File: src/rtl/hazard_pkg.sv
// +----------------------------------------------------------------------+
// | hazard_pkg: shared state encoding, counter width and operand matcher |
// | Revision: 1.0                                                        |
// +----------------------------------------------------------------------+
`default_nettype none

package hazard_pkg;

   localparam int CNT_W = 16;

   typedef enum logic [0:0] {
      ST_IDLE = 1'b0,
      ST_HOLD = 1'b1
   } state_e;

   // Register 0 is hardwired to zero, so it can never carry a dependency.
   function automatic logic reg_match(
      input logic [4:0] x,
      input logic [4:0] rs,
      input logic [4:0] rt,
      input logic       uses_rs,
      input logic       uses_rt
   );
      return (x != 5'd0) && ((uses_rs && (rs == x)) || (uses_rt && (rt == x)));
   endfunction

endpackage

`default_nettype wire

File: src/rtl/hazard_stall_controller_sat_counter16.sv
// +----------------------------------------------------------------------+
// | sat_counter16: saturating event counter with priority clear          |
// | Revision: 1.0                                                        |
// +----------------------------------------------------------------------+
`default_nettype none

module sat_counter16
   import hazard_pkg::*;
(
   input  logic             Clk,
   input  logic             Rst,
   input  logic             Clear_i,
   input  logic             Enable_i,
   output logic [CNT_W-1:0] Count_o
);

   logic [CNT_W-1:0] count_q;

   always_ff @(posedge Clk) begin
      if (Rst || Clear_i) begin
         count_q <= '0;
      end else if (Enable_i && (count_q != '1)) begin
         count_q <= count_q + 1'b1;
      end
   end

   assign Count_o = count_q;

endmodule

`default_nettype wire

File: src/rtl/hazard_stall_controller.sv
// +----------------------------------------------------------------------+
// | hazard_stall_controller: load-use / branch stall and IF/ID flush     |
// | Revision: 1.0                                                        |
// +----------------------------------------------------------------------+
`default_nettype none

module hazard_stall_controller
   import hazard_pkg::*;
(
   input  logic             Clk,
   input  logic             Rst,
   input  logic [4:0]       ID_RegRs,
   input  logic [4:0]       ID_RegRt,
   input  logic             ID_UsesRs,
   input  logic             ID_UsesRt,
   input  logic             ID_Branch,
   input  logic             BranchTaken,
   input  logic [4:0]       EX_Rd,
   input  logic             EX_RegWrite,
   input  logic             EX_MemRead,
   input  logic [4:0]       MEM_Rd,
   input  logic             MEM_RegWrite,
   input  logic             MEM_MemRead,
   input  logic             ClearCounters,
   output logic             PCWrite,
   output logic             IFID_Write,
   output logic             IDEX_Bubble,
   output logic             IFID_Flush,
   output logic [CNT_W-1:0] StallCycles,
   output logic [CNT_W-1:0] FlushCount
);

   state_e     state_q, state_d;
   logic [1:0] rem_q, rem_d;

   logic match_ex, match_mem;
   logic haz_two, haz_one, stall;
   logic mem_regwrite_unused;

   // MEM-stage ALU results are forwarded, so only MEM loads feed a hazard.
   assign mem_regwrite_unused = MEM_RegWrite;

   assign match_ex  = reg_match(EX_Rd,  ID_RegRs, ID_RegRt, ID_UsesRs, ID_UsesRt);
   assign match_mem = reg_match(MEM_Rd, ID_RegRs, ID_RegRt, ID_UsesRs, ID_UsesRt);

   assign haz_two = EX_MemRead && match_ex && ID_Branch;
   assign haz_one = (EX_MemRead && match_ex && !ID_Branch)
                 || (EX_RegWrite && !EX_MemRead && match_ex && ID_Branch)
                 || (MEM_MemRead && match_mem && ID_Branch);

   assign stall       = (state_q == ST_HOLD) || haz_one || haz_two;
   assign PCWrite     = !stall;
   assign IFID_Write  = !stall;
   assign IDEX_Bubble = stall;
   assign IFID_Flush  = BranchTaken && !stall;

   // HOLD covers only the second cycle of a load-to-branch stall; new hazards
   // seen while holding are not allowed to restart the count.
   always_comb begin
      state_d = state_q;
      rem_d   = rem_q;
      case (state_q)
         ST_IDLE: begin
            if (haz_two) begin
               state_d = ST_HOLD;
               rem_d   = 2'd1;
            end
         end
         ST_HOLD: begin
            if (rem_q <= 2'd1) begin
               state_d = ST_IDLE;
               rem_d   = 2'd0;
            end else begin
               rem_d = rem_q - 2'd1;
            end
         end
         default: begin
            state_d = ST_IDLE;
            rem_d   = 2'd0;
         end
      endcase
   end

   always_ff @(posedge Clk) begin
      if (Rst) begin
         state_q <= ST_IDLE;
         rem_q   <= 2'd0;
      end else begin
         state_q <= state_d;
         rem_q   <= rem_d;
      end
   end

   sat_counter16 u_stall_cnt (
      .Clk      (Clk),
      .Rst      (Rst),
      .Clear_i  (ClearCounters),
      .Enable_i (stall),
      .Count_o  (StallCycles)
   );

   sat_counter16 u_flush_cnt (
      .Clk      (Clk),
      .Rst      (Rst),
      .Clear_i  (ClearCounters),
      .Enable_i (IFID_Flush),
      .Count_o  (FlushCount)
   );

endmodule

`default_nettype wire

File: config.mk
export PLATFORM = sky130hd
export DESIGN_NAME = hazard_stall_controller
export DESIGN_NICKNAME = d
export VERILOG_FILES = /design/src/rtl/hazard_pkg.sv /design/src/rtl/hazard_stall_controller_sat_counter16.sv /design/src/rtl/hazard_stall_controller.sv
export SDC_FILE = /design/constraint.sdc
export NUM_CORES = 1
export LEC_CHECK = 0
export CORE_MARGIN = 3
export CORE_UTILIZATION = 49
export CTS_CLUSTER_SIZE = 8
export DETAILED_ROUTE_END_ITERATION = 10
export PLACE_DENSITY = 0.93
export SYNTH_ARGS = -nofsm -noshare
export SYNTH_HDL_FRONTEND = slang
export SYNTH_SLANG_ARGS = --single-unit
File: constraint.sdc
create_clock -name Clk -period 4.7 [get_ports Clk]
set_clock_uncertainty 0.2 [all_clocks]
set_input_delay 0.94 -clock Clk [delete_from_list [all_inputs] [get_ports Clk]]
set_output_delay 0.94 -clock Clk [all_outputs]
set_load 0.02 [all_outputs]
==> results of run 1 <==
==> logic make-up after synthesis <==
group / after synthesis / share of synthesized area, %
AO/OA/AOI/OAI: 46 / 16.5
XOR/XNOR: 32 / 13.9
adder cells (fa/ha/maj): 2 / 1.24
buffers and inverters: 15 / 3.09
flip-flops: 35 / 34.7
multiplexers: 5 / 2.48
AND/OR/NAND/NOR: 107 / 28.2
==> power by group <==
part	total [uW]	leakage, uW	switching (uW)	internal (uW)
clock	328	0.0000644	116	212
combinational	82.3	0.000592	37.2	45.1
sequential	299	0.000282	1.37	297
total	709	0.000938	155	554
==> area by class of cell <==
type | instances | share of cell area (%)
multi-input combinational | 192 | 44.1
sequential | 35 | 24.6
timing repair buffer | 67 | 23.3
clock buffer | 5 | 2.41
clock inverter | 3 | 2.37
tap | 48 | 2.11
inverter | 8 | 1.05
==> final timing paths <==
path | end | startpoint | slack [ns] | cells after the start
setup / recovery | IDEX_Bubble | EX_Rd[3] | 0.47 | 8
hold / removal | u_stall_cnt.Count_o[8]$_SDFFE_PP0P_ | u_stall_cnt.Count_o[8]$_SDFFE_PP0P_ | 0.29 | 2
setup reg to reg | u_flush_cnt.Count_o[15]$_SDFFE_PP0P_ | u_flush_cnt.Count_o[5]$_SDFFE_PP0P_ | 2.02 | 7
hold reg to reg | u_stall_cnt.Count_o[8]$_SDFFE_PP0P_ | u_stall_cnt.Count_o[8]$_SDFFE_PP0P_ | 0.29 | 2
==> critical path, cell delays in order <==
cell	delay, ns
clkdlybuf4s50_1	0.55
xnor2_1	0.15
nand4_1	0.13
o22ai_2	0.27
nand3_1	0.14
and2_1	0.22
inv_1	0.09
clkdlybuf4s50_1	0.60
==> through the flow <==
step / util [%] / worst slack, ns / hold WS (ns)
3_3_place_gp: 71.0 / 0.544 / 0.277
4_1_cts: 74.5 / 0.455 / 0.298
5_1_grt: 74.5 / 0.343 / 0.306
6_report: 74.5 / 0.469 / 0.291
3_5_place_dp: 71.0 / 0.447 / 0.286
2_1_floorplan: - / 1.00 / 0.257
==> layer usage <==
| layer | wire length (um) | vias to the layer above | track usage, % |
|---|---|---|---|
| met2 | 2700 | 66 | 38.1 |
| met5 | 0 | - | 0 |
| met1 | 2200 | 938 | 25.7 |
| li1 | - | 1000 | - |
| met3 | 293 | 9 | 6.76 |
| met4 | 90 | 0 | 8.30 |
==> sequential cells by signal (all words and copies together), names as in the netlist <==
name                 cells
u_flush_cnt.Count_o     16
u_stall_cnt.Count_o     16
rem_q                    2
state_q                  1
==> Yosys cell counts <==
library cell / n
dfxtp_1: 35
xnor2_1: 27
nand2_1: 23
nor2_1: 21
a21oi_1: 16
nand3_1: 15
or3_1: 13
o21ai_0: 11
nand4_1: 9
inv_1: 8
and2_1: 6
a211oi_1: 5
mux2i_1: 5
xor2_1: 5
and3_1: 4
clkbuf_1: 4
nor3_1: 4
a21o_1: 3
and4_1: 3
buf_2: 2
ha_1: 2
nor3b_1: 2
o22ai_2: 2
or4_1: 2
a2111oi_2: 1
a221oi_1: 1
a31o_1: 1
a31o_2: 1
a31oi_4: 1
a41oi_1: 1
a41oi_4: 1
and3_4: 1
buf_4: 1
nand3b_1: 1
nor2b_1: 1
nor4_4: 1
o21bai_1: 1
o31ai_1: 1
or2_2: 1
==> results.toml, run 1 <==
[finish]
seq_area_sq_um = 701
layout_common_cells = "clkdlybuf4s50_1, dfxtp_1, xnor2_1"
final_layout_size_suffix_gt1_share_pct = 6.13
final_cells = 358
design_area_sq_um = 2850
fillers = 280
layout_commonest_cell = "clkdlybuf4s50_1"
num-nets-final = 342
antennaDiodeCount = 0
synthToLayoutAreaGrowth_pct = 41.0
multiInputGateArea_sq_um = 1260

[timing]
finalSetupViolCount = 0
worst_pin_slew_ns = 0.561
fmax_mhz = 236
setup_tns_ns = 0
fin_crit_ns = 4.23
period_share_pct = 90.0
relSlewSlack_pct = 62.6
rsz0062_at_grt = "no"
hold_viol_final = 0
final_max_slew_viol_count = 0

[yosys]
yosysWarnings = 0
yosysTopAreaCellShare_pct = 34.7
synth_area_leaders = "dfxtp_1, xnor2_1, nand2_1, or3_1, a21oi_1"
syn_avg_cell_area_sq_um = 8.36
syn_inst = 242
yosysTopAreaCell = "dfxtp_1"
synth_nets = 275
synth.cell_area_sq_um = 2020
synth-seq-cells = 35
ys_seq_area_share_pct = 34.7
yosysUniqueCellTypes = 39

[placed_design]
numPortBuffers = 65
placed_cells = 350
gp_congestion = 0.829
place_hpwl_um = 3950
placed_area_sq_um = 2720

[clock_network]
clock_path_buffers = 2
root_buffer = "clkbuf_8"
cts_tree = "yes"
postCtsResizedCells = 0
holdBufCountCts = 0
clkSlewWorstSetupHoldPaths_ns = 0.07
h-tree-depth = 2
cts_made_buffers = 5
clock-sinks = 35
clk_latency_ns = 0.29
post-cts-setup-buffers = 0

[hold_path]
worstHoldPathType = "reg2reg"

[critical_path]
crit_arrival_ns = 3.09
startpoint_type = "input port"
critical_path_class = "in2out"
worstPathRequired_ns = 3.56
critPathCaptureType = "primary output"
crit_fanout = 5

[floorplanning]
initial_core_util_pct = 52.8
placementRows = 22
ios = 67
core_sq_um = 3830
fp.dieW_um = 70.2
design.die.area_sq_um = 4930
die_h_um = 70.2

[global_routing]
grt_use_total_pct = 22.2
grt_pass1_wl_um = 8910
overflow = 0
grt_pass1_vias = 1979
antenna_found_initial = 0
grt_max_degree = 31

[route]
postRouteWirelength_um = 5280
routed-via-count = 2013
viasPerCell = 5.62
antenna_left = 0
drtPass1Iterations = 4
post-route-drc-count = 0
wl_per_cell_um = 14.8
drt_iter0_drc = 128

[power_and_ir_drop]
total_power_uw = 709
p_leak_uw = 0.000938
ir_worst_vdd_v = 0.000233
powerDensity_nw_per_um2 = 249

[run_status]
status = "finished clean"

[flow_run]
cap_violations = 0
Power figures use the tool's default switching activity.
==> run 2: changes to the inputs <==
--- a/config.mk
+++ b/config.mk
@@ -5,10 +5,10 @@
 export SDC_FILE = /design/constraint.sdc
 export NUM_CORES = 1
 export LEC_CHECK = 0
-export CORE_MARGIN = 3
 export CORE_UTILIZATION = 49
 export CTS_CLUSTER_SIZE = 8
 export DETAILED_ROUTE_END_ITERATION = 10
+export MAX_ROUTING_LAYER = met4
 export PLACE_DENSITY = 0.93
 export SYNTH_ARGS = -nofsm -noshare
 export SYNTH_HDL_FRONTEND = slang
==> run 2 against run 1 <==
- count of clock-buffer cells in the layout unchanged
- flip-flop and latch count did not move
- clock power shrank 17%
- wire length decreased by 3.8%
- via count shrank 1.0%
- global-route usage is 3.9 points higher
- maximum frequency about the same
==> results.toml, run 2 (same netlist as run 1, synthesis figures left out) <==
[placed_design]
place_hpwl_um = 3800
place_ws_ns = 0.471
placed_area_sq_um = 2720
numPortBuffers = 65
gp_congestion = 0.862

[timing]
hold_viol_final = 0
final_max_slew_viol_count = 0
fin_crit_ns = 4.23
worst_pin_slew_ns = 0.571
fin_ws_ns = 0.471
period_share_pct = 90.0
fmax_mhz = 236
finalSetupViolCount = 0
setup_tns_ns = 0
relSlewSlack_pct = 61.9
rsz0062_at_grt = "no"

[route]
wl_per_cell_um = 14.2
drtPass1Iterations = 4
post-route-drc-count = 0
drt_iter0_drc = 81
antenna_left = 0
routed-via-count = 1992
viasPerCell = 5.56
postRouteWirelength_um = 5080

[flow_run]
cap_violations = 0

[power_and_ir_drop]
p_sw_uw = 153
total_power_uw = 654
power_frac_comb_pct = 12.8
seqPwrFrac_pct = 45.7
powerDensity_nw_per_um2 = 231
clock_power_share_pct = 41.5
ir_worst_vdd_v = 0.000242
switching_share_pct = 23.4
intPower_uw = 501
p_leak_uw = 0.000932

[finish]
final_layout_size_suffix_gt1_share_pct = 6.13
design_area_sq_um = 2830
synthToLayoutAreaGrowth_pct = 39.9
antennaDiodeCount = 0
layout_commonest_cell = "clkdlybuf4s50_1"
layout_common_cells = "clkdlybuf4s50_1, dfxtp_1, xnor2_1"
finish.utilization_pct = 74.4
num-nets-final = 342

[floorplanning]
core_sq_um = 3800
design.die.area_sq_um = 4390
fp.dieW_um = 66.2
ios = 67
initial_core_util_pct = 53.2
die_h_um = 66.2
placementRows = 22

[critical_path]
crit_arrival_ns = 3.09
crit_fanout = 5
ff2ff_path_depth = 7
r2r_start = "u_flush_cnt.Count_o[5]$_SDFFE_PP0P_"
startpoint_type = "input port"
critical_path_class = "in2out"
worstPathRequired_ns = 3.56
critPathCaptureType = "primary output"
crit_path_start = "EX_Rd[3]"
r2r-end = "u_flush_cnt.Count_o[15]$_SDFFE_PP0P_"
reg2reg_slack_ns = 2.14

[clock_network]
cts_tree = "yes"
clkSlewWorstSetupHoldPaths_ns = 0.08
clock_path_buffers = 2
clock-sinks = 35
holdBufCountCts = 0
post-cts-setup-buffers = 0
cts_made_buffers = 5
clk_latency_ns = 0.29
h-tree-depth = 2
root_buffer = "clkbuf_8"
postCtsResizedCells = 0

[run_status]
status = "finished clean"

[hold_path]
worstHoldPathType = "reg2reg"
hold_end = "u_flush_cnt.Count_o[15]$_SDFFE_PP0P_"
whs_path_depth = 2
hold_start = "u_flush_cnt.Count_o[15]$_SDFFE_PP0P_"

[global_routing]
grt_pass1_wl_um = 8590
overflow = 0
grt_max_degree = 31
grt_use_total_pct = 26.2
grt_pass1_vias = 1949
antenna_found_initial = 0
## run 2: changes by cell type in the layout (fill, tap and decap cells not counted), sizes merged
cell and delta:
bufinv -1, clkinvlp -1, clkinv +2
## run 2: critical path, stage by stage
cell and delay [ns]:
clkdlybuf4s50_1 0.56, xnor2_1 0.15, nand4_1 0.13, o22ai_2 0.27, nand3_1 0.13, and2_1 0.22, inv_1 0.09, clkdlybuf4s50_1 0.60
## run 2: per-layer routing
| metal | part of all wire, % | GRT usage [%] | wire [um] |
|---|---|---|---|
| met5 | 0 | - | 0 |
| met4 | 1.6 | 10.4 | 79 |
| met3 | 6.5 | 5.69 | 329 |
| met2 | 49 | 44.4 | 2470 |
| met1 | 43 | 29.9 | 2200 |
## run 2: how the worst max path moves through the flow
| stage | slack [ns] | cells past startpoint | endpoint |
|---|---|---|---|
| floorplan | 1.00 | 8 | IFID_Flush |
| global placement | 0.53 | 8 | IDEX_Bubble |
| detailed placement | 0.47 | 8 | IDEX_Bubble |
| CTS | 0.46 | 8 | IDEX_Bubble |
| global route | 0.33 | 8 | IDEX_Bubble |
| finish | 0.47 | 8 | IDEX_Bubble |
## run 2: per-stage QoR
step                cells  hold slack, ns
finish                358           0.304
global route          358           0.330
CTS                   358           0.303
global placement      350           0.276
detailed placement    350           0.287
floorplan             242           0.257
## run 2: area by class of cell
| type | count | area (sq um) |
|---|---|---|
| Tap cell | 48 | 60.1 |
| Multi-Input combinational cell | 192 | 1260 |
| Sequential cell | 35 | 701 |
| Fill cell | 282 | 971 |
| Clock inverter | 3 | 43.8 |
| Clock buffer | 5 | 68.8 |
| Timing Repair Buffer | 67 | 666 |
| Inverter | 8 | 30.0 |
## run 2: power groups by stage
stage | Sequential (uW) | Combinational (uW) | Clock, uW
4_1_cts | 299 | 83.9 | 274
3_3_place_gp | 306 | 80.1 | 0
3_5_place_dp | 306 | 82.8 | 0
2_1_floorplan | 306 | 38.4 | 0
6_report | 299 | 83.9 | 271
5_1_grt | 299 | 90.4 | 289
